File: src/rtl/fifo_pkg.sv
// rtl/fifo_pkg.sv - shared async-FIFO constants and Gray/binary conversion helpers
package fifo_pkg;

  localparam int ADDR_WD_DEFAULT = 4;

  // Gray conversions work on a 32-bit container. Callers zero-extend their
  // value on the way in and truncate the result on the way out.
  function automatic logic [31:0] bin2gray(input logic [31:0] b);
    return b ^ (b >> 1);
  endfunction

  function automatic logic [31:0] gray2bin(input logic [31:0] g);
    logic [31:0] b;
    b[31] = g[31];
    for (int i = 30; i >= 0; i--) begin
      b[i] = b[i+1] ^ g[i];
    end
    return b;
  endfunction

endpackage

File: src/rtl/gray_cnt.sv
// rtl/gray_cnt.sv - binary counter with registered Gray copy, shared by both FIFO pointer stages
module gray_cnt
  import fifo_pkg::*;
#(
  parameter int WD = ADDR_WD_DEFAULT
) (
  input  logic          clk,
  input  logic          rst,
  input  logic          inc,
  output logic [WD-1:0] bin,
  output logic [WD-1:0] gray
);

  logic [WD-1:0] bin_next;

  assign bin_next = bin + WD'(1);

  // Gray is registered from bin_next so that exactly one flop output toggles per step.
  always_ff @(posedge clk) begin
    if (rst) begin
      bin  <= '0;
      gray <= '0;
    end else if (inc) begin
      bin  <= bin_next;
      gray <= WD'(bin2gray(32'(bin_next)));
    end
  end

endmodule

File: src/rtl/wptr_full.sv
// rtl/wptr_full.sv - async FIFO write pointer, write enable and full/overflow flags
module wptr_full
  import fifo_pkg::*;
#(
  parameter int ADDR_WD = ADDR_WD_DEFAULT
) (
  input  logic               wclk,
  input  logic               wrst,
  input  logic               winc,
  input  logic               afull_n,
  input  logic               wovf_clr,
  output logic               wen,
  output logic [ADDR_WD-1:0] waddr,
  output logic [ADDR_WD-1:0] wptr,
  output logic               wfull,
  output logic               wovf
);

  logic wfull2;

  assign wen = winc & ~wfull;

  gray_cnt #(.WD(ADDR_WD)) u_gray_cnt (
    .clk  (wclk),
    .rst  (wrst),
    .inc  (wen),
    .bin  (waddr),
    .gray (wptr)
  );

  // afull_n preset sets full at once. Release passes through two wclk flops.
  // afull_n is known high in the clocked branches, so a constant 0 is shifted in.
  always_ff @(posedge wclk or negedge afull_n) begin
    if (!afull_n) begin
      wfull  <= 1'b1;
      wfull2 <= 1'b1;
    end else if (wrst) begin
      wfull  <= 1'b0;
      wfull2 <= 1'b0;
    end else begin
      wfull  <= wfull2;
      wfull2 <= 1'b0;
    end
  end

  always_ff @(posedge wclk) begin
    if (wrst) begin
      wovf <= 1'b0;
    end else if (winc && wfull) begin
      wovf <= 1'b1;
    end else if (wovf_clr) begin
      wovf <= 1'b0;
    end
  end

endmodule

File: config.mk
export PLATFORM = sky130hd
export DESIGN_NAME = wptr_full
export DESIGN_NICKNAME = d
export VERILOG_FILES = /design/src/rtl/fifo_pkg.sv /design/src/rtl/gray_cnt.sv /design/src/rtl/wptr_full.sv
export SDC_FILE = /design/constraint.sdc
export NUM_CORES = 1
export LEC_CHECK = 0
export BUFFER_PORTS_ARGS = -buffer_cell sky130_fd_sc_hd__buf_2
export CAP_MARGIN = 25
export CORE_AREA = 2 2 39 41
export CTS_CLUSTER_DIAMETER = 60
export CTS_CLUSTER_SIZE = 24
export DETAILED_ROUTE_END_ITERATION = 16
export DIE_AREA = 0 0 41 43
export HOLD_SLACK_MARGIN = 0.02
export RECOVER_POWER = 25
export SLEW_MARGIN = 20
export SYNTH_ARGS = -nofsm -noshare
export SYNTH_HDL_FRONTEND = slang
export SYNTH_SLANG_ARGS = --single-unit
File: constraint.sdc
create_clock -name wclk -period 2.4 [get_ports wclk]
set_clock_uncertainty 0.15 [all_clocks]
set_input_delay 0.12 -clock wclk [delete_from_list [all_inputs] [get_ports wclk]]
set_output_delay 0.12 -clock wclk [all_outputs]
set_load 0.02 [all_outputs]
# Yosys cells after proc, flatten, opt, wreduce, memory -nomap -nowiden
# Cells that the tools add are included.
# op_classes
reduce_logical	2
addsub	1
n_mux	3
bitwise	3
# ops
op	n
4-bit by 1-bit adder with 4-bit output (second input constant)	1
4-bit by 3-bit bitwise XOR with 4-bit output	1
1-bit 2-to-1 mux	3
2-bit nonzero test	1
1-bit bitwise AND	1
1-bit logical AND	1
1-bit NOT	1
# word_totals
output_inout_bits	11
word_cells	14
input_bits	5
ff_bits	11

# Depth between registers and ports, before layout
# logic_depth
ltp_word	2
mapped_depth	4

# Hierarchy
# From an unflattened synthesis, not the netlist that was laid out.
# unflattened
cells_unflattened	43
hier_area_um2	437.9
# modules_own_cells
module	cells_per_inst	area_per_inst_um2	n_inst
gray_cnt	34	330.3	1
wptr_full	9	107.6	1

# Worst setup path before layout
# No wires, ideal clock.
# synth_path
path_type	register to register
start	register u_gray_cnt.bin[0]
end	register u_gray_cnt.gray[2]
synth_period_minus_slack_ps	1424
setup_time_ps	118
t_arrival_ps	1156
t_required_ps	2132
n_path_buf	0
path_slack_ps	976
path_stages_with_launch	5
path_cell_list	dfxtp_1 ha_1 xor2_1 xnor2_1 o21ai_1
# synth_between
elab_chain_cells	2
# synth_rtl
element	line	text
from (decl)	gray_cnt.sv:10	output logic [WD-1:0] bin,
from (signal assigned)	gray_cnt.sv:24	bin <= bin_next;
4-bit by 1-bit adder with 4-bit output	gray_cnt.sv:16	assign bin_next = bin + WD'(1);
4-bit by 3-bit bitwise XOR with 4-bit output	fifo_pkg.sv:9	return b ^ (b >> 1);
to (signal assigned)	gray_cnt.sv:25	gray <= WD'(bin2gray(32'(bin_next)));
to (decl)	gray_cnt.sv:11	output logic [WD-1:0] gray
# Every way passes these cells.
# A chain may end at the register's enable or synchronous reset.

# Worst setup path after layout
# layout_path
start	input wrst
end	register wovf
# layout_rtl
element	line	text
from (decl)	wptr_full.sv:8	input logic wrst,
to (signal assigned)	wptr_full.sv:48	wovf <= 1'b0;
to (signal assigned)	wptr_full.sv:50	wovf <= 1'b1;
to (signal assigned)	wptr_full.sv:52	wovf <= 1'b0;
to (decl)	wptr_full.sv:16	output logic wovf
# No word-level cell between the ends.

==> impl_metrics.env <==
export IMPL_nets=74
export IMPL_crit_arrival_ns=1.59
export IMPL_root_buffer="clkbuf_4"
export IMPL_slew_viol_final=0
export IMPL_syn_instance_count=46
export IMPL_grt_pass1_vias=317
export IMPL_drc=0
export IMPL_crit_path_frequent_cell="dlygate4sd3_1"
export IMPL_fin_crit_ns=1.60
export IMPL_synthDistinctLibCells=21
export IMPL_final_common_cell="buf_2"
export IMPL_post_dp_hpwl_um=592
export IMPL_drive_gt1_share_pct=28.4
export IMPL_grt_usage_pct=10.5
export IMPL_cp_slowest_cell="dlygate4sd3_1"
export IMPL_vias=361
export IMPL_synth_seq_cells=10
export IMPL_end_kind="flip-flop"
export IMPL_rsz0062_at_grt="false"
export IMPL_cts_sinks=10
export IMPL_start_kind="input pin"
export IMPL_p_leak_uw=0.000268
export IMPL_antenna_found_initial=0
export IMPL_maxCapViolations=0
export IMPL_coreArea_um2=1380
export IMPL_multi_input_area_um2=213
export IMPL_timing_fmax_ghz=0.625
export IMPL_dr_first_iter_drc_count=4
export IMPL_cts_hold_buf=4
export IMPL_grt_max_degree=11
export IMPL_r2r_cells=3
export IMPL_rrSetupSlack_ns=0.92
export IMPL_io_pins=16
export IMPL_tns_ns=0
export IMPL_hold_class="in -> reg"
export IMPL_cp_num_buf_inv=3
export IMPL_cts_tree="yes"
export IMPL_final_hold_viol_count=0
export IMPL_worstReg2RegStart="wfull"
export IMPL_htreeDepth=1
export IMPL_vdd_ir_drop_max_mv=0.206
export IMPL_whs_endpoint="u_gray_cnt.bin[2]"
export IMPL_synth_top_area_share_pct=36.4
export IMPL_portBuffers=15
export IMPL_setup_viol=0
export IMPL_seq_area_um2=213
export IMPL_crit_type="in -> reg"
export IMPL_yosysSeqAreaShare_pct=48.3
export IMPL_overflow=0
export IMPL_post_cts_buffers=0
export IMPL_cp_data_required_time_ns=2.40
export IMPL_slowest_delay_ns=0.56
export IMPL_synth_area_top_cells="dfxtp_1 36%, dfstp_2 12%, xnor2_1 8.0%, xor2_1 6.0%, nand3b_1 5.1%"
export IMPL_die_w_um=41
export IMPL_path_max_fanout=10
export IMPL_clkTransAtPathRegs_ns=0.06
export IMPL_wire_per_inst_um=9.65
export IMPL_first_pass_iters=4
export IMPL_cts_buffers=3
export IMPL_clockBufferDepth=2
export IMPL_cts_resized=0
export IMPL_powerDensity_nw_per_um2=657
export IMPL_die_y_um=43
export IMPL_synth_fp_nets=52
export IMPL_antennaDiodeCount=0
export IMPL_hold_path_depth=4
export IMPL_clkLatencyLatePin_ns=0.25
export IMPL_avgSynthCellArea_um2=9.57
export IMPL_r2r_end="wovf"
export IMPL_synth_area_leader_cell="dfxtp_1"
export IMPL_grt_first_pass_wirelength_um=1210
export IMPL_crit_chain="dlygate4sd3_1, clkbuf_1, a21oi_1, dlygate4sd3_1"
export IMPL_start_util_pct=31.8
export IMPL_die_area_um2=1760
export IMPL_fin_crit_sh_pct=66.6
export IMPL_synth_area_um2=440
export IMPL_fill_cells=149
export IMPL_avgViaCountPerCell=4.35
export IMPL_final_cell_mix="11 x buf_2, 8 x dfxtp_1, 5 x nand2_1"
export IMPL_core_rowCount=14
export IMPL_wirelength_um=801
export IMPL_crit_family="buffers and inverters"
export IMPL_drtAntennaViolNets=0
export IMPL_final_core_util_pct=43.0
export IMPL_place_congestion=0.688
export IMPL_synth_warnings=0
export IMPL_syn2layout_area_growth_pct=35.2
export IMPL_status="completed"
export IMPL_min_delay_start="winc"
export IMPL_timing_hold_ws_ns=0.0986
## worst reg2reg max path, stage by stage (launching register included)
cell,delay (ns)
dfstp_2,0.56
nand2_1,0.05
a21oi_1,0.12
dlygate4sd3_1,0.55
## synth_stat cells
| cell type | instances |
|---|---|
| a21boi_1 | 1 |
| a21oi_1 | 4 |
| buf_4 | 1 |
| clkbuf_1 | 1 |
| conb_1 | 1 |
| dfstp_2 | 2 |
| dfxtp_1 | 8 |
| ha_1 | 1 |
| inv_2 | 1 |
| nand2_1 | 5 |
| nand2b_1 | 2 |
| nand2b_4 | 1 |
| nand3_1 | 1 |
| nand3b_1 | 3 |
| nor2_1 | 2 |
| nor2b_1 | 1 |
| o21ai_0 | 1 |
| o21ai_1 | 2 |
| or3_1 | 1 |
| xnor2_1 | 4 |
| xor2_1 | 3 |
## metal layers
metal	GRT usage, %	routed length [µm]
met5	0	0
met4	6.00	0
met3	4.71	55
met2	14.7	360
met1	12.6	386
## cells by family after synthesis
family	Yosys count	synth area share, %
XOR/XNOR	7	13.9
buffers and inverters	3	3.41
adder cells (fa/ha/maj)	1	2.84
AO/OA/AOI/OAI	8	9.66
other	1	0.851
flip-flops	10	48.3
AND/OR/NAND/NOR	16	21.0
## flip-flops by register name, summed over array words and instances, names as in the netlist
register,count
u_gray_cnt.gray,4
u_gray_cnt.bin,3
wfull,1
wfull2,1
wovf,1
## stage by stage
stage	total power [µW]	instances	setup WS (ns)	cell area, µm²
after floorplan	229	46	0.976	440
after global placement	246	75	1.08	524
after detailed placement	247	75	1.04	524
after CTS	404	83	0.906	601
after global routing	420	83	0.739	596
final	392	83	0.801	596
## cell type report
type / count / share of cell area (%)
Sequential cell: 10 / 35.7
Inverter: 1 / 0.630
Timing Repair Buffer: 19 / 18.5
Multi-Input combinational cell: 33 / 35.7
Clock buffer: 4 / 6.09
Tap cell: 16 / 3.36
## where the power goes
group / total (µW) / leakage [µW] / internal [µW] / switching, µW
clock: 146 / 0.0000210 / 91.9 / 53.6
combinational: 61.5 / 0.000161 / 27.7 / 33.8
sequential: 185 / 0.0000861 / 177 / 7.60
## worst max path at each step
stage | from | endpoint | slack (ns) | depth (start not counted)
6_report | wrst | wovf | 0.80 | 4
2_1_floorplan | u_gray_cnt.bin[0] | u_gray_cnt.gray[2] | 0.98 | 4
5_1_grt | wrst | wovf | 0.74 | 4
3_3_place_gp | u_gray_cnt.bin[0] | u_gray_cnt.gray[2] | 1.08 | 4
3_5_place_dp | u_gray_cnt.bin[0] | u_gray_cnt.gray[2] | 1.04 | 4
4_1_cts | wfull | wen | 0.91 | 3
No activity file was read; power rests on OpenSTA's default activity.
